<file path="config.mk">
export PLATFORM = sky130hd
export DESIGN_NAME = wb_port_arbiter
export DESIGN_NICKNAME = d
export VERILOG_FILES = /design/src/rtl/wb_port_arbiter.sv
export SDC_FILE = /design/constraint.sdc
export NUM_CORES = 1
export LEC_CHECK = 0
export ABC_AREA = 1
export ABC_CLOCK_PERIOD_IN_PS = 4200
export CAP_MARGIN = 20
export CORE_MARGIN = 10
export CORE_UTILIZATION = 35
export DETAILED_ROUTE_END_ITERATION = 10
export PLACE_DENSITY_LB_ADDON = 0.12
export REMOVE_ABC_BUFFERS = 1
export SLEW_MARGIN = 20
export SYNTH_ARGS = -nofsm -noshare
export SYNTH_HDL_FRONTEND = slang
export SYNTH_SLANG_ARGS = --single-unit
</file>
<file path="constraint.sdc">
create_clock -name clk_i -period 4.2 [get_ports clk_i]
set_clock_uncertainty 0.2 [all_clocks]
set_input_delay 0.42 -clock clk_i [delete_from_list [all_inputs] [get_ports clk_i]]
set_output_delay 0.42 -clock clk_i [all_outputs]
set_load 0.02 [all_outputs]
</file>
<file path="src/rtl/wb_port_arbiter.sv">
// wb_port_arbiter
//   Shares the single GPR write port between the in-order pipeline writeback
//   stage and an out-of-band long-latency unit (mul/div).
//
//   The pipeline always has priority and is never back-pressured.
//   External results are queued in a small FIFO.
//   Queued results drain into cycles where the pipeline does not write.
//   If the FIFO head waits STARVE_LIMIT cycles, the block raises stall_o.
//   The stall forces a free slot.
//
// Ports
//   clk_i, rst_i        clock, synchronous active-high reset
//   pipe_wr_valid_i     pipeline write request (rd == 0 counts as no request)
//   pipe_rd_i           pipeline destination register
//   pipe_wdata_i        pipeline write data
//   ext_valid_i         external result valid
//   ext_ready_o         FIFO has room (push on ext_valid_i && ext_ready_o)
//   ext_rd_i            external destination register
//   ext_wdata_i         external write data
//   stall_o             ask the pipeline to stop presenting writes
//   gpr_we_o            registered GPR write enable
//   gpr_waddr_o         registered GPR write address
//   gpr_wdata_o         registered GPR write data
//   ext_commit_o        pulses with gpr_we_o when the write came from the FIFO
//
// Optional build macro WB_ARB_STATS_EN adds saturating 32-bit counters:
//   pipe_grants_o       pipeline writes performed
//   ext_grants_o        external writes performed
//   stall_cycles_o      cycles with stall_o asserted
module wb_port_arbiter #(
  parameter int RF_ADDR_WIDTH = 5,
  parameter int DATA_WIDTH    = 32,
  parameter int FIFO_DEPTH    = 2,
  parameter int STARVE_LIMIT  = 4
) (
  input  logic                     clk_i,
  input  logic                     rst_i,
  input  logic                     pipe_wr_valid_i,
  input  logic [RF_ADDR_WIDTH-1:0] pipe_rd_i,
  input  logic [DATA_WIDTH-1:0]    pipe_wdata_i,
  input  logic                     ext_valid_i,
  output logic                     ext_ready_o,
  input  logic [RF_ADDR_WIDTH-1:0] ext_rd_i,
  input  logic [DATA_WIDTH-1:0]    ext_wdata_i,
  output logic                     stall_o,
  output logic                     gpr_we_o,
  output logic [RF_ADDR_WIDTH-1:0] gpr_waddr_o,
  output logic [DATA_WIDTH-1:0]    gpr_wdata_o,
  output logic                     ext_commit_o
`ifdef WB_ARB_STATS_EN
  ,
  output logic [31:0]              pipe_grants_o,
  output logic [31:0]              ext_grants_o,
  output logic [31:0]              stall_cycles_o
`endif
);

  localparam int PTR_W = $clog2(FIFO_DEPTH);
  localparam int CNT_W = $clog2(FIFO_DEPTH + 1);
  localparam logic [CNT_W-1:0] FULL  = CNT_W'(FIFO_DEPTH);
  localparam logic [7:0]       LIMIT = 8'(STARVE_LIMIT);

  typedef enum logic {IDLE, STEAL} state_t;

  logic [RF_ADDR_WIDTH-1:0] rd_mem   [FIFO_DEPTH];
  logic [DATA_WIDTH-1:0]    data_mem [FIFO_DEPTH];
  logic [PTR_W-1:0]         wr_ptr;
  logic [PTR_W-1:0]         rd_ptr;
  logic [CNT_W-1:0]         count;
  logic [7:0]               starve_cnt;
  state_t                   state;
  state_t                   state_next;

  logic fifo_empty;
  logic pipe_req;
  logic push;
  logic pop;

  assign fifo_empty  = (count == '0);
  assign ext_ready_o = (count != FULL);
  assign pipe_req    = pipe_wr_valid_i && (pipe_rd_i != '0);
  // Writes to x0 complete the handshake but are never enqueued.
  assign push        = ext_valid_i && ext_ready_o && (ext_rd_i != '0);
  // The pop decision uses only the registered count.
  // An entry pushed this cycle therefore cannot drain until the next cycle.
  assign pop         = !pipe_req && !fifo_empty;
  assign stall_o     = (state == STEAL);

  // NOTE: storage is deliberately not reset; count alone says which entries are valid.
  always_ff @(posedge clk_i) begin
    if (push) begin
      rd_mem[wr_ptr]   <= ext_rd_i;
      data_mem[wr_ptr] <= ext_wdata_i;
    end
  end

  always_ff @(posedge clk_i) begin
    if (rst_i) begin
      wr_ptr <= '0;
      rd_ptr <= '0;
      count  <= '0;
    end else begin
      // Power-of-two depth lets the pointers wrap naturally.
      if (push) wr_ptr <= wr_ptr + 1'b1;
      if (pop)  rd_ptr <= rd_ptr + 1'b1;
      case ({push, pop})
        2'b10:   count <= count + 1'b1;
        2'b01:   count <= count - 1'b1;
        default: count <= count;
      endcase
    end
  end

  // Counts cycles in which the FIFO head waited, saturating at the limit.
  always_ff @(posedge clk_i) begin
    if (rst_i || pop || fifo_empty) begin
      starve_cnt <= '0;
    end else if (starve_cnt != LIMIT) begin
      starve_cnt <= starve_cnt + 1'b1;
    end
  end

  always_ff @(posedge clk_i) begin
    if (rst_i) state <= IDLE;
    else       state <= state_next;
  end

  always_comb begin
    // NOTE: default assignment first so no path leaves state_next unassigned (no latch).
    state_next = state;
    case (state)
      IDLE:  if (!pop && !fifo_empty && (starve_cnt == LIMIT)) state_next = STEAL;
      STEAL: if (pop || fifo_empty) state_next = IDLE;
      default: state_next = IDLE;
    endcase
  end

  // A grant decided this cycle appears on the write port next cycle.
  always_ff @(posedge clk_i) begin
    if (rst_i) begin
      // NOTE: sequential state uses non-blocking assignments so every flop samples pre-edge values.
      gpr_we_o     <= 1'b0;
      gpr_waddr_o  <= '0;
      gpr_wdata_o  <= '0;
      ext_commit_o <= 1'b0;
    end else begin
      gpr_we_o     <= pipe_req || pop;
      ext_commit_o <= pop;
      if (pipe_req) begin
        gpr_waddr_o <= pipe_rd_i;
        gpr_wdata_o <= pipe_wdata_i;
      end else if (pop) begin
        gpr_waddr_o <= rd_mem[rd_ptr];
        gpr_wdata_o <= data_mem[rd_ptr];
      end
    end
  end

`ifdef WB_ARB_STATS_EN
  always_ff @(posedge clk_i) begin
    if (rst_i) begin
      pipe_grants_o  <= '0;
      ext_grants_o   <= '0;
      stall_cycles_o <= '0;
    end else begin
      if (pipe_req && (pipe_grants_o != '1))  pipe_grants_o  <= pipe_grants_o + 1'b1;
      if (pop && (ext_grants_o != '1))        ext_grants_o   <= ext_grants_o + 1'b1;
      if (stall_o && (stall_cycles_o != '1))  stall_cycles_o <= stall_cycles_o + 1'b1;
    end
  end
`endif

endmodule

</file>
# After elaboration in Yosys (flattened, before gate mapping)
# Memory sizes are Yosys's and may differ from the RTL's. A register that Yosys moved wholly into a read port is not among the register bits.
# Cells that the tools add are included.
# W data, S select, Z words.
# word_totals
reg_bits,52
mem_count,2
output_inout_bits,41
ramBits,74
input_bits,78
word_cells,54
# op_classes
n_mux,14
addsub,5
bitwise,1
eq_ne,5
n_reduce_logical,18
# mem_list
name,depth,word_bits,read_ports,rd_clocked_by_memory_dff,write_ports,line_no,text
data_mem,2,32,1,1,1,66,logic [DATA_WIDTH-1:0] data_mem [FIFO_DEPTH];
rd_mem,2,5,1,1,1,65,logic [RF_ADDR_WIDTH-1:0] rd_mem [FIFO_DEPTH];
# op_table
operator,n
$mux W32,2
$mux W5,2
$reduce_bool A5 Y1,2
$add A8 B1 Y8 const B,1
$eq A8 B3 Y1 const B,1
$mux W1,8
$ne A8 B3 Y1 const B,1
$logic_and A1 B1 Y1,6
$logic_or A1 B1 Y1,4
$pmux W2 S2,1
$reduce_bool A2 Y1,2
$logic_not A1 Y1,3
$add A1 B1 Y1 const B,2
$add A2 B1 Y2 const B,1
$eq A2 B1 Y1 const B,1
$eq A2 B2 Y1 const B,1
$logic_not A2 Y1,1
$ne A2 B2 Y1 const B,1
$pmux W1 S2,1
$sub A2 B1 Y2 const B,1
$not A1 Y1,1

# Logic depth before layout (Yosys ltp)
# Gate-level depths: netlist of the first run.
# depth
depth_word,9
mapped_depth,10
depth_no_buf,10

# Least setup slack after synthesis of the first run
# Ideal clock, no wire load.
# synth_path
path_type,input to register
from,input port ext_valid_i
to,memory data_mem[1][0] (enable)
arrival_ns,2.346
slack_ns,1.222
required_ns,3.567
path_buffers,0
path_stages,3
setup_time_ns,0.433
path_cell_list,a21boi_0 > nand2_1 > nor2_1
# synth_between
elab_chain_cells,4
# synth_lines
item,line_no,text
from (decl),41,"input logic ext_valid_i,"
$logic_and A1 B1 Y1 (2 in a row),83,assign push = ext_valid_i && ext_ready_o && (ext_rd_i != '0);
$mux W1,91,if (push) begin
$mux W1 (not written as such),93,data_mem[wr_ptr] <= ext_wdata_i;
to (decl),66,
# No other way between the ends.

# Worst setup path in the final report of the first run
# layout_path
from,input port ext_valid_i
to,memory data_mem[0][5] (enable)
# The elaborated chain is that of the path after synthesis.

==> results_dict.tcl, run 1 <==
set metrics [dict create \
    insertion_delay_ns 0.42 \
    slew_headroom_pct 34.3 \
    hold_buffers 0 \
    synth_edf_count 74 \
    syn-instance-count 595 \
    crit_chain "clkdlybuf4s50_1, a21boi_0, nand2_1, nor2_4, buf_4" \
    tritoncts "yes" \
    slew_violations 0 \
    leakagePower_nw 2.89 \
    worstSetupPathDepth 5 \
    worstHoldPathCells 1 \
    rsz0062_at_grt "false" \
    synth.top_cells.by_count "nand2_1 (192), nor2_1 (90), edfxtp_1 (74)" \
    grt_pass1_wl_um 22900 \
    critical-path-top-delay-family "simple AND/OR/NAND/NOR gates" \
    ys_warn_count 0 \
    cts_made_buffers 17 \
    syn_area_mm2 0.00532 \
    drcViolationCount 0 \
    worst-path-max-fanout 30 \
    h-tree-depth 4 \
    die_w_um 143 \
    dr.pass1.iters 4 \
    reg2reg_depth 5 \
    maxCapViolations 0 \
    r2r_setup_slack_ns 1.65 \
    async_flop_share_pct 0 \
    gp_congestion 0.785 \
    antenna_found_initial 1 \
    io_pins 119 \
    die_h_um 143 \
    synth_top_area_share_pct 41.8 \
    insertedDiodeCount 0 \
    worst-path-buf-inv 2 \
    min_path_type "reg -> reg" \
    ir_drop_v 0.000354 \
    coreArea_mm2 0.0147 \
    slowest_delay_ns 0.79 \
    cp.required_ns 4.12 \
    routed_wl_um 14200 \
    vias_per_cell 4.67 \
    setup_tns_ns 0 \
    start_util_pct 36.2 \
    setup_slack_ns 1.62 \
    grt-ovfl-total 0 \
    layout_min_cycle_time_ns 2.58 \
    dieArea_mm2 0.0205 \
    clock_path_buffers 2 \
    dp_slack_ns 1.16 \
    final_net_count 792 \
    clock_sinks 127 \
    grt_pass1_vias 4415 \
    synth_area_per_cell_um2 8.94 \
    startpoint "ext_valid_i" \
    synth_seq_cells 127 \
    synthFlopType "edfxtp_1" \
    ant_nets 0 \
    routedWlPerCell_um 15.7 \
    startpoint_type "primary input" \
    drt-initial-drc-count 260 \
    worstReg2RegEnd "data_mem[0][5]" \
    synthDistinctLibCells 26 \
    vias 4240 \
    hold_viol_final 0 \
    drive_gt1_share_pct 6.91 \
    synth_area_leader_cell "edfxtp_1" \
    powerDensity_mw_per_mm2 547 \
    ctsResizeCount 0 \
    status "complete, no violations" \
    worst-slew-pin-transition_ns 0.982 \
    grt_max_degree 53 \
    rows 44 \
    ys_top_cells_by_area "edfxtp_1 (42%), dfxtp_1 (20%), nand2_1 (14%), nor2_1 (6.4%), nand3_1 (4.7%)" \
    crit_slowest_cell "nor2_4" \
    cts_setup_buffers 0 \
    io_buffers 118 \
    grt.total_usage_pct 14.4 \
    total_power_mw 3.96 \
    cp.arrival_ns 2.49 \
    timing.fmax_mhz 388 \
    clk_pin_slew_ns 0.06 \
    setup_viol 0 \
    worstSetupPathType "in -> reg" \
    reg2reg_from "count[0]" \
    cp-end-kind "flip-flop" \
    crit_end "data_mem[0][5]" \
    synthToLayoutAreaGrowth_pct 36.2 \
    post-dp-hpwl_um 9580 \
    fin_crit_sh_pct 61.3 \
    clock-root-buffer "clkbuf_16" \
    ys_seq_area_share_pct 61.7 \
    post-synth-top-count-cell "nand2_1" \
]
## layer usage
layer  part of all wire [%]  GRT usage, %  vias to the layer above
met4                    1.2          4.51                        0
met3                    8.3          5.80                       13
met1                     44          16.7                     1953
met5                      0             0                        -
li1                       -             -                     2151
met2                     47          23.8                      123
## per-stage QoR
| stage | cell area [µm²] | instances | hold slack (ns) | utilization (%) |
|---|---|---|---|---|
| 4_1_cts | 7240 | 908 | 0.264 | 49.3 |
| 3_5_place_dp | 6640 | 876 | 0.256 | 45.2 |
| 6_report | 7240 | 908 | 0.270 | 49.3 |
| 5_1_grt | 7240 | 908 | 0.320 | 49.3 |
| 2_1_floorplan | 5170 | 568 | 0.240 | - |
| 3_3_place_gp | 6640 | 876 | 0.242 | 45.2 |
## worst min-delay path by stage
stage               startpoint        end  slack (ns)
floorplan               rd_ptr  flip-flop        0.24
global placement        rd_ptr  flip-flop        0.24
detailed placement      rd_ptr  flip-flop        0.26
CTS                     rd_ptr  flip-flop        0.26
global route            rd_ptr  flip-flop        0.32
finish                  rd_ptr  flip-flop        0.27
## cells by family after synthesis
kind of cell             share of synthesized area (%)
flip-flops                                        61.7
buffers and inverters                             5.74
AND/OR/NAND/NOR                                   26.6
AO/OA/AOI/OAI                                     4.52
XOR/XNOR                                         0.659
adder cells (fa/ha/maj)                          0.706
## registers in the layout (all words and copies together) (netlist names), named ones only
| register | count |
|---|---|
| starve_cnt | 8 |
| gpr_waddr_o | 5 |
| wr_ptr | 1 |
| gpr_we_o | 1 |
| count | 2 |
| rd_ptr | 1 |
| stall_o | 1 |
| ext_commit_o | 1 |
| rd_mem | 10 |
| data_mem | 64 |
| gpr_wdata_o | 32 |
## where the power goes
part | switching (mW) | internal, mW | leakage (nW) | total (mW)
logic | 0.558 | 0.336 | 1.47 | 0.894
registers | 0.0960 | 1.49 | 1.13 | 1.59
clock network | 0.526 | 0.955 | 0.289 | 1.48
## layout make-up
| class | count | area [µm²] |
|---|---|---|
| clock inverter | 12 | 141 |
| clock buffer | 20 | 457 |
| fill | 1366 | 7460 |
| timing repair buffer | 124 | 1230 |
| multi-input combinational | 399 | 1740 |
| sequential | 127 | 3280 |
| inverter | 42 | 158 |
| tap | 184 | 230 |
## cell usage in the layout, fill, tap and decap left out, types with 4 or more instances in the layout
cell type,count
nand3_1,50
clkbuf_16,17
buf_4,6
a21oi_1,38
clkdlybuf4s50_1,118
nand2_1,192
nor3_1,4
edfxtp_1,74
clkinv_2,5
dfxtp_1,52
inv_1,39
o21ai_0,7
nor2_1,88
Note: power is estimated with default switching activity, not from simulation.
==> inputs of run 2 (changes only) <==
--- a/config.mk
+++ b/config.mk
@@ -6,7 +6,7 @@
 export NUM_CORES = 1
 export LEC_CHECK = 0
 export ABC_AREA = 1
-export ABC_CLOCK_PERIOD_IN_PS = 4200
+export ABC_CLOCK_PERIOD_IN_PS = 2470
 export CAP_MARGIN = 20
 export CORE_MARGIN = 10
 export CORE_UTILIZATION = 35
==> constraint.sdc (replaced) <==
create_clock -name clk_i -period 2.47 [get_ports clk_i]
set_clock_uncertainty 0.2 [all_clocks]
set_input_delay 0.247 -clock clk_i [delete_from_list [all_inputs] [get_ports clk_i]]
set_output_delay 0.247 -clock clk_i [all_outputs]
set_load 0.02 [all_outputs]
==> run 2 against run 1 <==
Effect of this change:
- utilization hardly changed
- sequential power is 67% higher
- power is 63% higher
- final cell count is 0.66% higher
- largest power group unchanged
- setup slack worse by 1.1 ns
- critical path type is now reg -> reg
- non-clock buffer count is 5 higher
- global-route usage is 0.21 points higher
==> results_dict.tcl, run 2 (synthesis gave the netlist of run 1 again) <==
set metrics [dict create \
    rows 44 \
    nFillCells 1405 \
    setup_slack_ns 0.485 \
    dpl_cell_area_mm2 0.00672 \
    dieArea_mm2 0.0205 \
    coreArea_mm2 0.0147 \
    seqPwrFrac_pct 41.3 \
    setup_viol 0 \
    total_power_mw 6.46 \
    synthToLayoutAreaGrowth_pct 36.2 \
    antenna_found_initial 1 \
    layout_min_cycle_time_ns 1.98 \
    final_cell_mix "nand2_1 (192), clkdlybuf4s50_1 (118), nor2_1 (88)" \
    drt-initial-drc-count 209 \
    hold_buffers 0 \
    cp.arrival_ns 2.08 \
    grt_pass1_vias 4443 \
    io_buffers 118 \
    cp.required_ns 2.57 \
    p_int_mw 4.49 \
    setup_tns_ns 0 \
    ant_nets 0 \
    hold_viol_final 0 \
    final-instance-count-excl-fill 914 \
    grt-ovfl-total 0 \
    dp.cells 881 \
    worstSetupPathType "reg -> reg" \
    grt_max_degree 53 \
    drive_gt1_share_pct 7.27 \
    final_net_count 797 \
    ir_drop_v 0.000478 \
    final_common_cell "nand2_1" \
    dp_slack_ns 0.181 \
    h-tree-depth 4 \
    slew_violations 0 \
    tritoncts "yes" \
    maxCapViolations 0 \
    regMostFlops "data_mem" \
    netSwitchingFraction_pct 30.5 \
    p_sw_mw 1.97 \
    worst-slew-pin-transition_ns 0.722 \
    die_w_um 143 \
    startpoint_type "flip-flop" \
    clock_path_buffers 2 \
    timing.fmax_mhz 504 \
    pwr-share-clk_pct 34.0 \
    vias 4258 \
    multi_input_area_mm2 0.00174 \
    layout.area.seq_mm2 0.00328 \
    post-dp-hpwl_um 9370 \
    routed_wl_um 14200 \
    routedWlPerCell_um 15.6 \
    dr.pass1.iters 4 \
    gp_congestion 0.735 \
    cts_setup_buffers 0 \
    drcViolationCount 0 \
    grt.total_usage_pct 14.6 \
    rsz0062_at_grt "false" \
    vias_per_cell 4.66 \
    insertion_delay_ns 0.41 \
    fin_crit_sh_pct 80.3 \
    status "complete, no violations" \
    top_regs "data_mem (64), gpr_wdata_o (32), rd_mem (10)" \
    grt_pass1_wl_um 23300 \
    slew_headroom_pct 51.8 \
    combPwrFrac_pct 24.8 \
    start_util_pct 36.2 \
    clock-root-buffer "clkbuf_16" \
    worst-path-max-fanout 5 \
    powerDensity_mw_per_mm2 891 \
    largest_register_ffs 64 \
    ctsResizeCount 0 \
    cts_made_buffers 17 \
    clk_pin_slew_ns 0.05 \
    cp-end-kind "flip-flop" \
    leakagePower_nw 2.90 \
    fin_area_mm2 0.00724 \
    min_path_type "in -> reg" \
    die_h_um 143 \
    io_pins 119 \
    clock_sinks 127 \
]
## run 2: cell types whose count changed in the layout (fill, tap and decap cells not counted), sizes merged
cell | before | now
clkinv | 6 | 8
diode | 0 | 1
clkinvlp | 3 | 0
buf | 6 | 11
bufinv | 3 | 0
clkbuf | 20 | 24
## run 2: area by class of cell
class / count / area share (%)
flip-flops and latches: 127 / 45.4
multi-input cells: 399 / 24.1
repair buffers: 129 / 18.0
clock buffers: 24 / 6.65
well taps: 184 / 3.18
inverters: 42 / 2.18
clock inverters: 8 / 0.553
diodes: 1 / 0.0346
## run 2: routing by layer
layer	GRT usage, %	vias to the layer above	part of all wire, %
met3	6.07	11	8.3
met4	3.71	0	0.99
li1	-	2171	-
met5	0	-	0
met2	24.4	117	47
met1	17.0	1959	43
## run 2: critical path: stages, from the launching register on
cell and delay, ns:
dfxtp_1 0.36, inv_2 0.08, a21boi_0 0.26, nand2_1 0.12
ha_1 0.33, a21oi_1 0.14, o21ai_0 0.13, o21ai_0 0.20
a21oi_1 0.06
## run 2: worst paths after layout
path,from,endpoint,slack (ns),cells past startpoint
max,count[0],count[1],0.49,8
min,pipe_wdata_i[25],gpr_wdata_o[25],0.18,3
max reg2reg,count[0],count[1],0.49,8
min reg2reg,rd_ptr,rd_ptr,0.27,1
## run 2: power groups by stage
stage / Combinational, mW / Sequential, mW / Clock (mW)
after floorplan: 0.759 / 2.82 / 0
after global placement: 1.60 / 2.70 / 0
after detailed placement: 1.62 / 2.71 / 0
after CTS: 1.63 / 2.67 / 2.24
after global routing: 1.81 / 2.70 / 2.34
final: 1.60 / 2.66 / 2.19
## run 2: per-stage QoR
stage / util [%] / hold WS, ns
final: 49.3 / 0.176
after global routing: 49.3 / 0.182
after CTS: 49.3 / 0.167
after detailed placement: 45.7 / 0.262
after global placement: 45.7 / 0.258
after floorplan: - / 0.119
==> inputs of run 3 (changes only) <==
--- a/config.mk
+++ b/config.mk
@@ -6,7 +6,7 @@
 export NUM_CORES = 1
 export LEC_CHECK = 0
 export ABC_AREA = 1
-export ABC_CLOCK_PERIOD_IN_PS = 2470
+export ABC_CLOCK_PERIOD_IN_PS = 1700
 export CAP_MARGIN = 20
 export CORE_MARGIN = 10
 export CORE_UTILIZATION = 35
==> constraint.sdc (replaced) <==
create_clock -name clk_i -period 1.7 [get_ports clk_i]
set_clock_uncertainty 0.2 [all_clocks]
set_input_delay 0.17 -clock clk_i [delete_from_list [all_inputs] [get_ports clk_i]]
set_output_delay 0.17 -clock clk_i [all_outputs]
set_load 0.02 [all_outputs]
==> run 3 against run 2 <==
Effect of this change:
- the run now ends with setup timing left
- critical path depth shrank 1
- critical path type unchanged
- setup slack lost 0.51 ns
- sequential share of layout area shrank 3.3 points
- maximum frequency grew 15%
- design area grew 7.8%
- worst hold slack lost 0.082 ns
- sequential cell count is the same
- register-to-register slack lost 0.51 ns
==> results_dict.tcl, run 3 (synthesis gave the netlist of run 1 again) <==
set metrics [dict create \
    status "finished, violations left" \
    failed_checks "setup timing" \
    drt-initial-drc-count 324 \
    met2_usage_pct 22.3 \
    dpl_cell_area_mm2 0.00697 \
    grt.total_usage_pct 14.3 \
    timing.fmax_mhz 581 \
    cp.arrival_ns 1.65 \
    vias 4396 \
    worst-path-max-fanout 13 \
    antenna_found_initial 1 \
    ant_nets 0 \
    insertion_delay_ns 0.42 \
    dr.pass1.iters 4 \
    routed_wl_um 14800 \
    start_util_pct 36.2 \
    min_path_type "in -> reg" \
    top_regs "data_mem (64), gpr_wdata_o (32), rd_mem (10)" \
    rsz0062_at_grt "true" \
    clock-root-buffer "clkbuf_16" \
    gp_congestion 0.796 \
    layout_min_cycle_time_ns 1.72 \
    maxCapViolations 0 \
    fin_area_mm2 0.00781 \
    largest_register_ffs 64 \
    slew_violations 0 \
    hold_viol_final 0 \
    dieArea_mm2 0.0205 \
    leakagePower_nw 3.33 \
    total_power_mw 10.7 \
    drive_gt1_share_pct 12.7 \
    grt_pass1_vias 4356 \
    setup_viol 42 \
    grt_pass1_wl_um 22600 \
    clk_pin_slew_ns 0.06 \
    drcViolationCount 0 \
    regMostFlops "data_mem" \
    io_pins 119 \
    coreArea_mm2 0.0147 \
    grt-ovfl-total 0 \
    slew_headroom_pct 77.0 \
    final_common_cell "nand2_1" \
    post-route-util_pct 53.1 \
    final_net_count 834 \
    use_met3_pct 5.64 \
    multi_input_area_mm2 0.00177 \
    h-tree-depth 4 \
    post-dp-hpwl_um 10300 \
    synthToLayoutAreaGrowth_pct 46.8 \
    worstSetupPathType "reg -> reg" \
    tritoncts "yes" \
    powerDensity_mw_per_mm2 1370 \
    r2r_setup_slack_ns -0.02 \
    cts_made_buffers 17 \
    rows 44 \
    nFillCells 1337 \
    io_buffers 118 \
    grt_max_degree 29 \
    dp_slack_ns -0.431 \
    gr-usage-met1_pct 17.2 \
    worst-slew-pin-transition_ns 0.345 \
    die_h_um 143 \
    cp.required_ns 1.63 \
    clock_path_buffers 2 \
    busiest_layer "met2" \
    vias_per_cell 4.62 \
    setup_slack_ns -0.0224 \
    layout.area.seq_mm2 0.00329 \
    final_cell_mix "nand2_1 (191), nor2_1 (88), clkdlybuf4s50_1 (77)" \
    routedWlPerCell_um 15.5 \
    startpoint_type "flip-flop" \
    fin_crit_sh_pct 101 \
    ir_drop_v 0.000827 \
    clock_sinks 127 \
    die_w_um 143 \
    cp-end-kind "flip-flop" \
]
==> run 3: cell types whose count changed in the layout (fill, tap and decap cells not counted), moves of 4 or more <==
cell,previous run,this run
clkinv_2,8,2
dlygate4sd2_1,0,40
bufinv_16,0,6
clkinv_1,0,4
clkbuf_16,17,21
buf_6,0,7
buf_12,3,8
clkdlybuf4s50_1,118,77
buf_4,8,27
==> run 3: through the flow <==
stage	setup TNS, ns	std cells	hold slack [ns]
final	-0.552	951	0.0944
after global routing	-2.74	950	0.0889
after CTS	0	941	0.0805
after detailed placement	-39.00	909	0.266
after global placement	-35.59	909	0.254
after floorplan	-103.76	568	0.0424
==> run 3: timing repair <==
action,CTS,global route
pin swaps,0,6
setup endpoints to repair,131,110
hold buffers,0,0
gates cloned,0,6
gates resized for setup,46,19
buffers inserted,0,4
endpoints found under the hold margin,0,0
==> run 3: layer usage <==
metal / vias to the layer above / routed length [µm]
met5: - / 0
met4: 0 / 306
met3: 21 / 1270
met2: 141 / 6820
met1: 1995 / 6360
li1: 2239 / -
==> run 3: critical path, cell delays in order (launching register included) <==
cell	delay, ns
dfxtp_2	0.33
inv_2	0.04
a21boi_2	0.18
nand2_2	0.11
buf_6	0.14
nor2_4	0.12
buf_12	0.15
buf_12	0.14
==> run 3: cell type report <==
cell class / instances / share of cell area, %
Clock inverter: 14 / 2.82
Clock buffer: 18 / 5.50
Inverter: 42 / 2.12
Timing Repair Buffer: 166 / 21.8
Multi-Input combinational cell: 399 / 22.7
Tap cell: 184 / 2.95
Antenna cell: 1 / 0.0321
Sequential cell: 127 / 42.1
==> run 3: where the power goes <==
| group | switching (mW) | internal, mW |
|---|---|---|
| sequential | 0.147 | 3.68 |
| combinational | 1.62 | 1.22 |
| clock | 1.29 | 2.72 |
| total | 3.06 | 7.62 |
==> run 3: path summary, 6_finish.rpt <==
kind                                        from         endpoint  cells after the start
worst min-delay path            pipe_wdata_i[25]  gpr_wdata_o[25]                      3
worst min register to register   gpr_wdata_o[19]  gpr_wdata_o[19]                      2
worst max register to register          count[0]  data_mem[1][16]                      7
worst max-delay path                    count[0]  data_mem[1][16]                      7
==> variant, RTL diff (settings of run 3) <==
The parameter `RF_ADDR_WIDTH` goes from 5 to 4.
--- a/src/rtl/wb_port_arbiter.sv
+++ b/src/rtl/wb_port_arbiter.sv
@@ -30,3 +30,3 @@
 module wb_port_arbiter #(
-  parameter int RF_ADDR_WIDTH = 5,
+  parameter int RF_ADDR_WIDTH = 4,
   parameter int DATA_WIDTH    = 32,
Ports: changed (resized ext_rd_i, gpr_waddr_o and pipe_rd_i); port bits go from 119 to 116. No check against the original RTL was run, so the function may have changed too.
==> variant against run 3 <==
  * Worst setup slack improved by 0.063 ns
  * Largest cell class unchanged
  * Largest power group is now registers
  * Synthesized area decreased by 0.92%
  * Cell area decreased by 4.7%
  * Core utilization decreased by 2.3 points
  * Cell count decreased by 5.3%
  * Sequential power decreased by 1%
  * Count of clock-buffer cells in the layout increased by 2
  * Wire length decreased by 4.7%
  * Sequential cell count decreased by 3
  * Power decreased by 8.4%
==> variant: results <==
{
  "p_leak_nw": 3.27,
  "cp_slowest_cell": "dfxtp_2",
  "synth.area.top_cells": "edfxtp_1 41%, dfxtp_1 20%, nand3_1 12%",
  "layout.nets": 783,
  "num-fill-cells": 1331,
  "grt_pass1_wl_um": 22100,
  "ys_types": 27,
  "synthTopCellsByCount": "127 x nand3_1, 117 x nand2_1, 72 x edfxtp_1, 71 x inv_1, 52 x dfxtp_1",
  "vias": 4243,
  "grt_max_degree": 47,
  "dr_wl_met3_um": 735,
  "globalplace.congestion": 0.768,
  "largestRegisters": "data_mem x64, gpr_wdata_o x32",
  "diodes": 0,
  "path_max_fanout": 3,
  "cp_top_family": "compound AO/OA/AOI/OAI gates",
  "ir_drop_v": 0.000938,
  "reg2reg_depth": 10,
  "status": "complete, no violations",
  "drtIter0Drc": 207,
  "grt.total_usage": 0.140,
  "drt_pass1_iterations": 5,
  "async_flop_share": 0,
  "drive_gt1_frac": 0.126,
  "antenna_found_initial": 0,
  "synth_compound_area_frac": 0.0475,
  "seq_power_mw": 3.78,
  "grtUsageMet2": 0.225,
  "min-delay-start": "pipe_wdata_i[16]",
  "grt_pass1_vias": 4260,
  "cp.arrival_ns": 1.77,
  "wire_per_inst_um": 15.6,
  "met1_length_um": 6510,
  "met1_usage": 0.170,
  "post-dp-hpwl_um": 9450,
  "synthXorXnorAreaFrac": 0.00831,
  "swShare": 0.308,
  "port_buffers": 115,
  "yosysSeqAreaShare": 0.608,
  "max_slew.worst_pin.slew_ns": 0.417,
  "gr-usage-met3": 0.0421,
  "combPwrFrac": 0.273,
  "reg2reg_to": "count[1]"
}
==> variant: cell count changes in the layout (fill, tap and decap cells not counted), sizes merged, moves of 2 or more <==
cell,before,now
clkdlybuf4s50,77,75
inv,42,77
buf,44,35
clkinvlp,2,4
a21oi,38,8
nor2,93,23
nand2,196,120
bufinv,6,1
edfxtp,74,72
nand3,51,127
o21ai,7,42
==> variant: metrics by stage <==
step	cells	hold WS, ns	area, um^2	worst slack (ns)
after CTS	895	0.0831	7290	0.00252
after floorplan	534	0.0424	5070	-1.38
after global placement	863	0.246	6780	-0.255
after detailed placement	863	0.246	6780	-0.304
after global routing	901	0.0888	7440	0.00281
final	901	0.104	7440	0.0402
==> variant: cells by family after synthesis <==
family / after synthesis
adders and majority gates: 3
xor gates and xnor gates: 5
buffers and inverters: 108
DFF: 124
AOI/OAI and AO/OA: 50
and+or+nand+nor: 275
==> variant: worst max path at each step <==
stage | cells past startpoint | endpoint | slack, ns | from
5_1_grt | 10 | count[1] | 0.003 | count[0]
4_1_cts | 6 | data_mem[0][15] | 0.003 | count[0]
3_5_place_dp | 9 | count[1] | -0.30 | ext_rd_i[1]
6_report | 10 | count[1] | 0.04 | count[0]
3_3_place_gp | 7 | rd_mem[1][2] | -0.26 | ext_rd_i[3]
2_1_floorplan | 4 | data_mem[0][0] | -1.38 | count[0]
==> variant: repair_timing <==
action,CTS,global route
pin swaps,0,5
hold buffers,0,0
resized for setup,45,12
endpoints found under the setup margin,105,76
buffers inserted,0,3
gates cloned,0,3
==> variant: final cells by class <==
class | count | area share
Sequential cell | 124 | 0.431
Multi-Input combinational cell | 333 | 0.219
Timing Repair Buffer | 151 | 0.205
Clock buffer | 20 | 0.0614
Inverter | 77 | 0.0392
Tap cell | 184 | 0.0309
Clock inverter | 12 | 0.0131
